## src/rtl/nibble_packer_pkg.sv

```systemverilog
// Shared definitions for the nibble packer.
//   NIBBLE_W            width of one upstream symbol (4 bits)
//   DEFAULT_WORD_WIDTH  default assembled word width
//   nibble_t            one 4-bit symbol
//   count_width()       width of the slot counter for a given word width
package nibble_packer_pkg;

  localparam int NIBBLE_W           = 4;
  localparam int DEFAULT_WORD_WIDTH = 16;

  typedef logic [NIBBLE_W-1:0] nibble_t;

  // Slot counter width: log2 of the slot count, never narrower than 1 bit.
  function automatic int count_width(input int word_width);
    int slots;
    slots = word_width / NIBBLE_W;
    return (slots > 1) ? $clog2(slots) : 1;
  endfunction

endpackage

```

## src/rtl/nibble_packer_if.sv

```systemverilog
// Bus bundle between an upstream nibble source / downstream word sink and
// the packer.
//   master modport: the environment side (drives nibbles, flush, word ready)
//   slave modport : the packer side (drives nibble ready, word, count)
// Handshakes: a transfer happens on a rising edge where valid and ready are
// both 1; the sender holds data and valid stable until that edge, and ready
// may depend combinationally on the other side's valid.
interface nibble_packer_if
  import nibble_packer_pkg::*;
#(
  parameter int WORD_WIDTH = DEFAULT_WORD_WIDTH
) ();

  localparam int CNT_W = count_width(WORD_WIDTH);

  nibble_t               inNibble;
  logic                  inNibValid;
  logic                  outNibReady;
  logic                  inFlush;
  logic [WORD_WIDTH-1:0] outWord;
  logic                  outWordValid;
  logic                  inWordReady;
  logic [CNT_W-1:0]      outCount;

  modport master (
    output inNibble, inNibValid, inFlush, inWordReady,
    input  outNibReady, outWord, outWordValid, outCount
  );

  modport slave (
    input  inNibble, inNibValid, inFlush, inWordReady,
    output outNibReady, outWord, outWordValid, outCount
  );

endinterface

```

## src/rtl/nibble_packer_slot_writer.sv

```systemverilog
// nibble_slot_writer: combinational write of one nibble into a slot of the
// staging word (the inverse of a nibble-select mux).
//   i_stage  current staging word
//   i_slot   slot index to write
//   i_nibble nibble to place
//   o_stage  staging word with the slot replaced
// Slot mapping: LSB-first (slot k -> bits [4k+3:4k]) by default; with
// NIBBLE_PACKER_MSB_FIRST_EN defined, slot k counts from the MSB instead.
module nibble_slot_writer
  import nibble_packer_pkg::*;
#(
  parameter int WORD_WIDTH = DEFAULT_WORD_WIDTH,
  parameter int CNT_W      = count_width(WORD_WIDTH)
) (
  input  logic [WORD_WIDTH-1:0] i_stage,
  input  logic [CNT_W-1:0]      i_slot,
  input  nibble_t               i_nibble,
  output logic [WORD_WIDTH-1:0] o_stage
);

  localparam int SLOTS = WORD_WIDTH / NIBBLE_W;

  always_comb begin
    o_stage = i_stage;
    for (int k = 0; k < SLOTS; k++) begin
      if (i_slot == CNT_W'(k)) begin
`ifdef NIBBLE_PACKER_MSB_FIRST_EN
        o_stage[WORD_WIDTH - NIBBLE_W*(k+1) +: NIBBLE_W] = i_nibble;
`else
        o_stage[NIBBLE_W*k +: NIBBLE_W] = i_nibble;
`endif
      end
    end
  end

endmodule

```

## src/rtl/nibble_packer.sv

```systemverilog
// nibble_packer: assembles WORD_WIDTH/4 consecutive nibbles into one word.
//   inClk    rising-edge clock
//   inReset  synchronous active-high reset
//   bus      nibble_packer_if.slave: nibble in (valid/ready), flush,
//            word out (valid/ready), slot count
// WORD_WIDTH must be a multiple of 4 and at least 8.
// Optional macro NIBBLE_PACKER_MSB_FIRST_EN selects MSB-first slot mapping;
// it changes only where nibbles land, never timing or handshakes.
module nibble_packer
  import nibble_packer_pkg::*;
#(
  parameter int WORD_WIDTH = DEFAULT_WORD_WIDTH
) (
  input  logic           inClk,
  input  logic           inReset,
  nibble_packer_if.slave bus
);

  localparam int               SLOTS = WORD_WIDTH / NIBBLE_W;
  localparam int               CNT_W = count_width(WORD_WIDTH);
  localparam logic [CNT_W-1:0] LAST  = CNT_W'(SLOTS - 1);

  logic [WORD_WIDTH-1:0] r_stage;
  logic [CNT_W-1:0]      r_count;
  logic [WORD_WIDTH-1:0] r_word;
  logic                  r_word_valid;

  logic                  w_at_last;
  logic                  w_nib_ready;
  logic                  w_accept;
  logic                  w_complete;
  logic [WORD_WIDTH-1:0] w_stage_next;

  // Only the final slot needs the output register, so only it waits on
  // downstream; the earlier slots fill freely into the staging register.
  assign w_at_last   = (r_count == LAST);
  assign w_nib_ready = !w_at_last || !r_word_valid || bus.inWordReady;
  assign w_accept    = bus.inNibValid && w_nib_ready && !bus.inFlush;
  assign w_complete  = w_accept && w_at_last;

  nibble_slot_writer #(
    .WORD_WIDTH (WORD_WIDTH),
    .CNT_W      (CNT_W)
  ) u_slot_writer (
    .i_stage  (r_stage),
    .i_slot   (r_count),
    .i_nibble (bus.inNibble),
    .o_stage  (w_stage_next)
  );

  always_ff @(posedge inClk) begin
    if (inReset) begin
      r_stage      <= '0;
      r_count      <= '0;
      r_word       <= '0;
      r_word_valid <= 1'b0;
    end else begin
      // Staging side: flush wins over a simultaneous nibble.
      if (bus.inFlush) begin
        r_stage <= '0;
        r_count <= '0;
      end else if (w_accept) begin
        if (w_at_last) begin
          r_stage <= '0;
          r_count <= '0;
        end else begin
          r_stage <= w_stage_next;
          r_count <= r_count + 1'b1;
        end
      end

      // Output side: a completing word can only occur when the output is
      // empty or being drained this cycle, so loading it never loses data.
      if (w_complete) begin
        r_word       <= w_stage_next;
        r_word_valid <= 1'b1;
      end else if (r_word_valid && bus.inWordReady) begin
        r_word_valid <= 1'b0;
      end
    end
  end

  assign bus.outNibReady  = w_nib_ready;
  assign bus.outWord      = r_word;
  assign bus.outWordValid = r_word_valid;
  assign bus.outCount     = r_count;

endmodule

```

## src/flat_wrapper.sv

```systemverilog
// flat-port wrapper written by rule: the top's interface ports become plain ports
module nibble_packer_flat import nibble_packer_pkg::*;
#(
  parameter int WORD_WIDTH = DEFAULT_WORD_WIDTH
)
  (inClk, inReset, bus_inNibble, bus_inNibValid, bus_inFlush, bus_inWordReady, bus_outNibReady, bus_outWord, bus_outWordValid, bus_outCount);
  nibble_packer_if #(.WORD_WIDTH(WORD_WIDTH)) bus_i ();
  input  logic inClk;
  input  logic inReset;
  input wire logic [$bits(bus_i.inNibble)-1:0] bus_inNibble;
  input wire logic [$bits(bus_i.inNibValid)-1:0] bus_inNibValid;
  input wire logic [$bits(bus_i.inFlush)-1:0] bus_inFlush;
  input wire logic [$bits(bus_i.inWordReady)-1:0] bus_inWordReady;
  output wire logic [$bits(bus_i.outNibReady)-1:0] bus_outNibReady;
  output wire logic [$bits(bus_i.outWord)-1:0] bus_outWord;
  output wire logic [$bits(bus_i.outWordValid)-1:0] bus_outWordValid;
  output wire logic [$bits(bus_i.outCount)-1:0] bus_outCount;
  assign bus_i.inNibble = bus_inNibble;
  assign bus_i.inNibValid = bus_inNibValid;
  assign bus_i.inFlush = bus_inFlush;
  assign bus_i.inWordReady = bus_inWordReady;
  assign bus_outNibReady = bus_i.outNibReady;
  assign bus_outWord = bus_i.outWord;
  assign bus_outWordValid = bus_i.outWordValid;
  assign bus_outCount = bus_i.outCount;
  nibble_packer #(.WORD_WIDTH(WORD_WIDTH)) u_core (.inClk(inClk), .inReset(inReset), .bus(bus_i));
endmodule
```

## config.mk

```make
export PLATFORM = sky130hd
export DESIGN_NAME = nibble_packer_flat
export DESIGN_NICKNAME = d
export VERILOG_FILES = /design/src/rtl/nibble_packer_pkg.sv /design/src/rtl/nibble_packer_if.sv /design/src/rtl/nibble_packer_slot_writer.sv /design/src/rtl/nibble_packer.sv /design/src/flat_wrapper.sv
export SDC_FILE = /design/constraint.sdc
export NUM_CORES = 1
export LEC_CHECK = 0
export BUFFER_PORTS_ARGS = -buffer_cell sky130_fd_sc_hd__buf_4
export CAP_MARGIN = 20
export CORE_UTILIZATION = 49
export DETAILED_ROUTE_END_ITERATION = 12
export PLACE_DENSITY = 0.74
export SETUP_SLACK_MARGIN = 0.4
export SLEW_MARGIN = 15
export SYNTH_ARGS = -nofsm -noshare
export SYNTH_HDL_FRONTEND = slang
export SYNTH_HIERARCHICAL = 1
export SYNTH_SLANG_ARGS = --single-unit
```

## constraint.sdc

```tcl
create_clock -name inClk -period 1.6 [get_ports inClk]
set_input_delay 0 -clock inClk [delete_from_list [all_inputs] [get_ports inClk]]
set_output_delay 0 -clock inClk [all_outputs]
set_load 0.05 [all_outputs]
```

==> flow_metrics.env <==
export IMPL_final_setup_skew_ps=14.0
export IMPL_initial_core_util_pct=52.4
export IMPL_final_nets=198
export IMPL_drv_slew=0
export IMPL_finalHoldViolCount=0
export IMPL_worst_r2r_cell_count=5
export IMPL_worstPathArrival_ps=1630
export IMPL_post_synth_instance_area_sq_um=1630
export IMPL_grt_overflow=0
export IMPL_rsz_0062_raised_after_global_routing="true"
export IMPL_use_met1_pct=26.3
export IMPL_synthesis_nets=153
export IMPL_setup_viol_count_final=0
export IMPL_syn_inst=143
export IMPL_post_synth_cell_area_avg_sq_um=11.4
export IMPL_dieHeight_um=59.6
export IMPL_max_clock_freq_ghz=0.725
export IMPL_grt_max_degree=35
export IMPL_synth_edf_count=0
export IMPL_route_antenna_remaining_nets=0
export IMPL_post_drt_wl_per_cell_um=16.1
export IMPL_grt_pass1_wl_um=5660
export IMPL_worst_ep_required_time_ps=1850
export IMPL_portion_of_the_clock_cycle_consumed_by_the_worst_path_in_the_final_layout_pct=86.3
export IMPL_synth_most_common_cell="sky130_fd_sc_hd__dfxtp_1"
export IMPL_worst_r2r_endpoint="u_core/bus.outWord[11]$_SDFFE_PP0P_"
export IMPL_yosys_top_cells_area="sky130_fd_sc_hd__dfxtp_1, sky130_fd_sc_hd__nand2b_1, sky130_fd_sc_hd__mux2_2, sky130_fd_sc_hd__mux2i_1, sky130_fd_sc_hd__a22o_1"
export IMPL_synth_flop_cell="sky130_fd_sc_hd__dfxtp_1"
export IMPL_yosys_top_cells_count="sky130_fd_sc_hd__dfxtp_1, sky130_fd_sc_hd__nand2b_1, sky130_fd_sc_hd__mux2i_1"
export IMPL_type_of_the_worst_setup_path="flip-flop to flip-flop"
export IMPL_share_seq_of_total_power_pct=49.8
export IMPL_power_frac_comb_pct=9.2
export IMPL_drt_vias_per_instance=5.28
export IMPL_clock_power_share_pct=41.1
export IMPL_fin_hold_ws_ps=20.9
export IMPL_sw_pwr_mw=0.382
export IMPL_share_of_final_layout_standard_cells_stronger_than_drive_strength_1_pct=43.4
export IMPL_std_cell_rows=20
export IMPL_htreeDepth=2
export IMPL_async_flop_share_pct=0
export IMPL_cts_buffers_inserted=5
export IMPL_grt_most_used_layer="met2"
export IMPL_ctsRootBufferMaster="sky130_fd_sc_hd__clkbuf_4"
export IMPL_fin_setup_tns_ps=0
export IMPL_routing_usage_on_met2_pct=36.8
export IMPL_cap_viol_max_count=0
export IMPL_synth_largest_type_area_fraction_pct=43.1
export IMPL_clk_transition_reported_paths_ps=100
export IMPL_dp_final_hpwl_um=2130
export IMPL_ir_drop_mv=0.534
export IMPL_vias_in_the_first_global_route=1201
export IMPL_ff2ff_setup_slack_ps=220
export IMPL_detail_route_iter0_violations=30
export IMPL_hold_wc_path_type="input pin to flip-flop"
export IMPL_antenna_violations_before_repair=0
export IMPL_cts_num_sinks=35
export IMPL_clock_tree_from_tritoncts="built"
export IMPL_worst_skew_pair_late_latency_ps=340
export IMPL_power_static_leakage_nw=0.967
export IMPL_gp_congestion=0.695
export IMPL_path_max_fanout=8
export IMPL_synth_cell_types=23
export IMPL_globalRouteMet3Util_pct=4.15
export IMPL_design_portCount=29
export IMPL_critical_path_reg2reg_startpoint="u_core/bus.outCount[0]$_SDFFE_PP0P_"
export IMPL_global_route_usage_total_pct=22.0
export IMPL_route_vias_total=1230
export IMPL_die_x_um=59.6
export IMPL_port_buffer_count=28
export IMPL_floorplan_die_area_sq_um=3550
export IMPL_worst_hold_path_endpoint="u_core/bus.outWordValid$_SDFFE_PP0P_"
export IMPL_synth_warning_count=6
export IMPL_worst_setup_sp_type="flip-flop"
export IMPL_run_status="finished, final reports clean"
export IMPL_timing_critical_path_to_type="flip-flop"
export IMPL_drt_first_pass_iters=4
export IMPL_hold_critical_path_depth=2
export IMPL_routed_wirelength_um=3750
export IMPL_power_internal_mw=1.39
export IMPL_ys_seq_elements=35
export IMPL_critPathLaunch="u_core/bus.outCount[0]$_SDFFE_PP0P_"
export IMPL_cts_root_to_sink_buffers=2
export IMPL_cellPowerDensity_nw_per_um2=790
export IMPL_residual_drc=0
export IMPL_fin_crit_ps=1380
export IMPL_diodes=0
export IMPL_areaGrowthSynthToFinish_pct=37.7
export IMPL_core_region_area_sq_um=3100
export IMPL_switching_share_pct=21.6
export IMPL_timing_slew_headroom_pct=81.3
export IMPL_synth_yosys_seq_area_share_pct=43.1
export IMPL_holdCritStartpoint="inReset"
export IMPL_post_synth_top_area_cell="sky130_fd_sc_hd__dfxtp_1"
export IMPL_worst_slew_pin_slew_ps=281
==> cells in the final DEF (no fill, tap or decap), drive strengths merged, types with 2 or more instances in the layout <==
master and n:
a22o 16, and2 2, buf 40, clkbuf 9, dfxtp 35, dlygate4sd3 3, mux2 16, mux2i 17
nand2 4, nand2b 35, nand3b 2, nor2 2
==> repair_timing <==
action                                  in CTS  in global routing
hold buffers                                 3                  0
pin swaps                                    6                 10
endpoints found under the setup margin      33                 34
cloned                                       1                  2
gates resized for setup                     18                  5
setup buffers                                7                  4
hold endpoints to repair                     3                  0
==> cell type report <==
type	count	area, sq um
fillers	232	863
multi-input cells	101	950
flip-flops and latches	35	709
repair buffers	45	429
clock inverters	1	30.0
well taps	44	55.1
clock buffers	7	66.3
==> worst max path at each step <==
| stage | cells past startpoint | slack (ps) | end |
|---|---|---|---|
| 2_1_floorplan | 6 | 90 | u_core/r_stage[10]$_SDFFE_PP0P_ |
| 3_3_place_gp | 4 | 290 | u_core/r_stage[2]$_SDFFE_PP0P_ |
| 3_5_place_dp | 4 | 220 | u_core/r_stage[15]$_SDFFE_PP0P_ |
| 4_1_cts | 5 | 270 | u_core/bus.outWord[12]$_SDFFE_PP0P_ |
| 5_1_grt | 5 | 180 | u_core/bus.outWord[11]$_SDFFE_PP0P_ |
| 6_report | 5 | 220 | u_core/bus.outWord[11]$_SDFFE_PP0P_ |
==> stage by stage <==
stage                     cells  util [%]  area, sq um  setup slack (ps)  power [mW]
after CTS                   227      69.1         2140               269        1.76
final                       233      72.2         2240               220        1.77
after floorplan             143         -         1660              94.2       0.984
after detailed placement    208      60.1         1860               218        1.02
after global routing        233      72.2         2240               180        1.83
after global placement      208      60.1         1860               286        1.01
==> sequential cells by signal, indices dropped and copies added (netlist names) <==
name and cells:
u_core/bus.outCount 2, u_core/bus.outWord 16, u_core/bus.outWordValid 1, u_core/r_stage 16
==> metal layers <==
layer	part of all wire, %	vias to the layer above
met4	3.1	0
met3	4.1	11
met1	43	593
li1	-	593
met5	0	-
met2	49	33
==> logic make-up (layout without fill, tap and decap cells) <==
family                     after synthesis  count (layout)  synth area share [%]
buffers and inverters                    8              53                  4.92
adders and majority gates                1               1                 0.769
and+or+nand+nor                         46              47                  18.9
DFF                                     35              35                  43.1
AOI/OAI and AO/OA                       20              20                  10.8
muxes                                   33              33                  21.5
==> power groups by stage <==
stage	Combinational (mW)	Clock, mW	Sequential, mW
floorplan	0.0767	0	0.907
global placement	0.112	0	0.902
detailed placement	0.115	0	0.903
CTS	0.149	0.734	0.881
global route	0.172	0.776	0.883
finish	0.162	0.727	0.881
==> critical path, cell delays in order (launching register included) <==
cell	delay [ps]
sky130_fd_sc_hd__dfxtp_4	400
sky130_fd_sc_hd__ha_4	140
sky130_fd_sc_hd__nand3b_1	130
sky130_fd_sc_hd__nor2b_4	250
sky130_fd_sc_hd__buf_12	170
sky130_fd_sc_hd__mux2i_1	210
(Power assumes the default switching activity.)
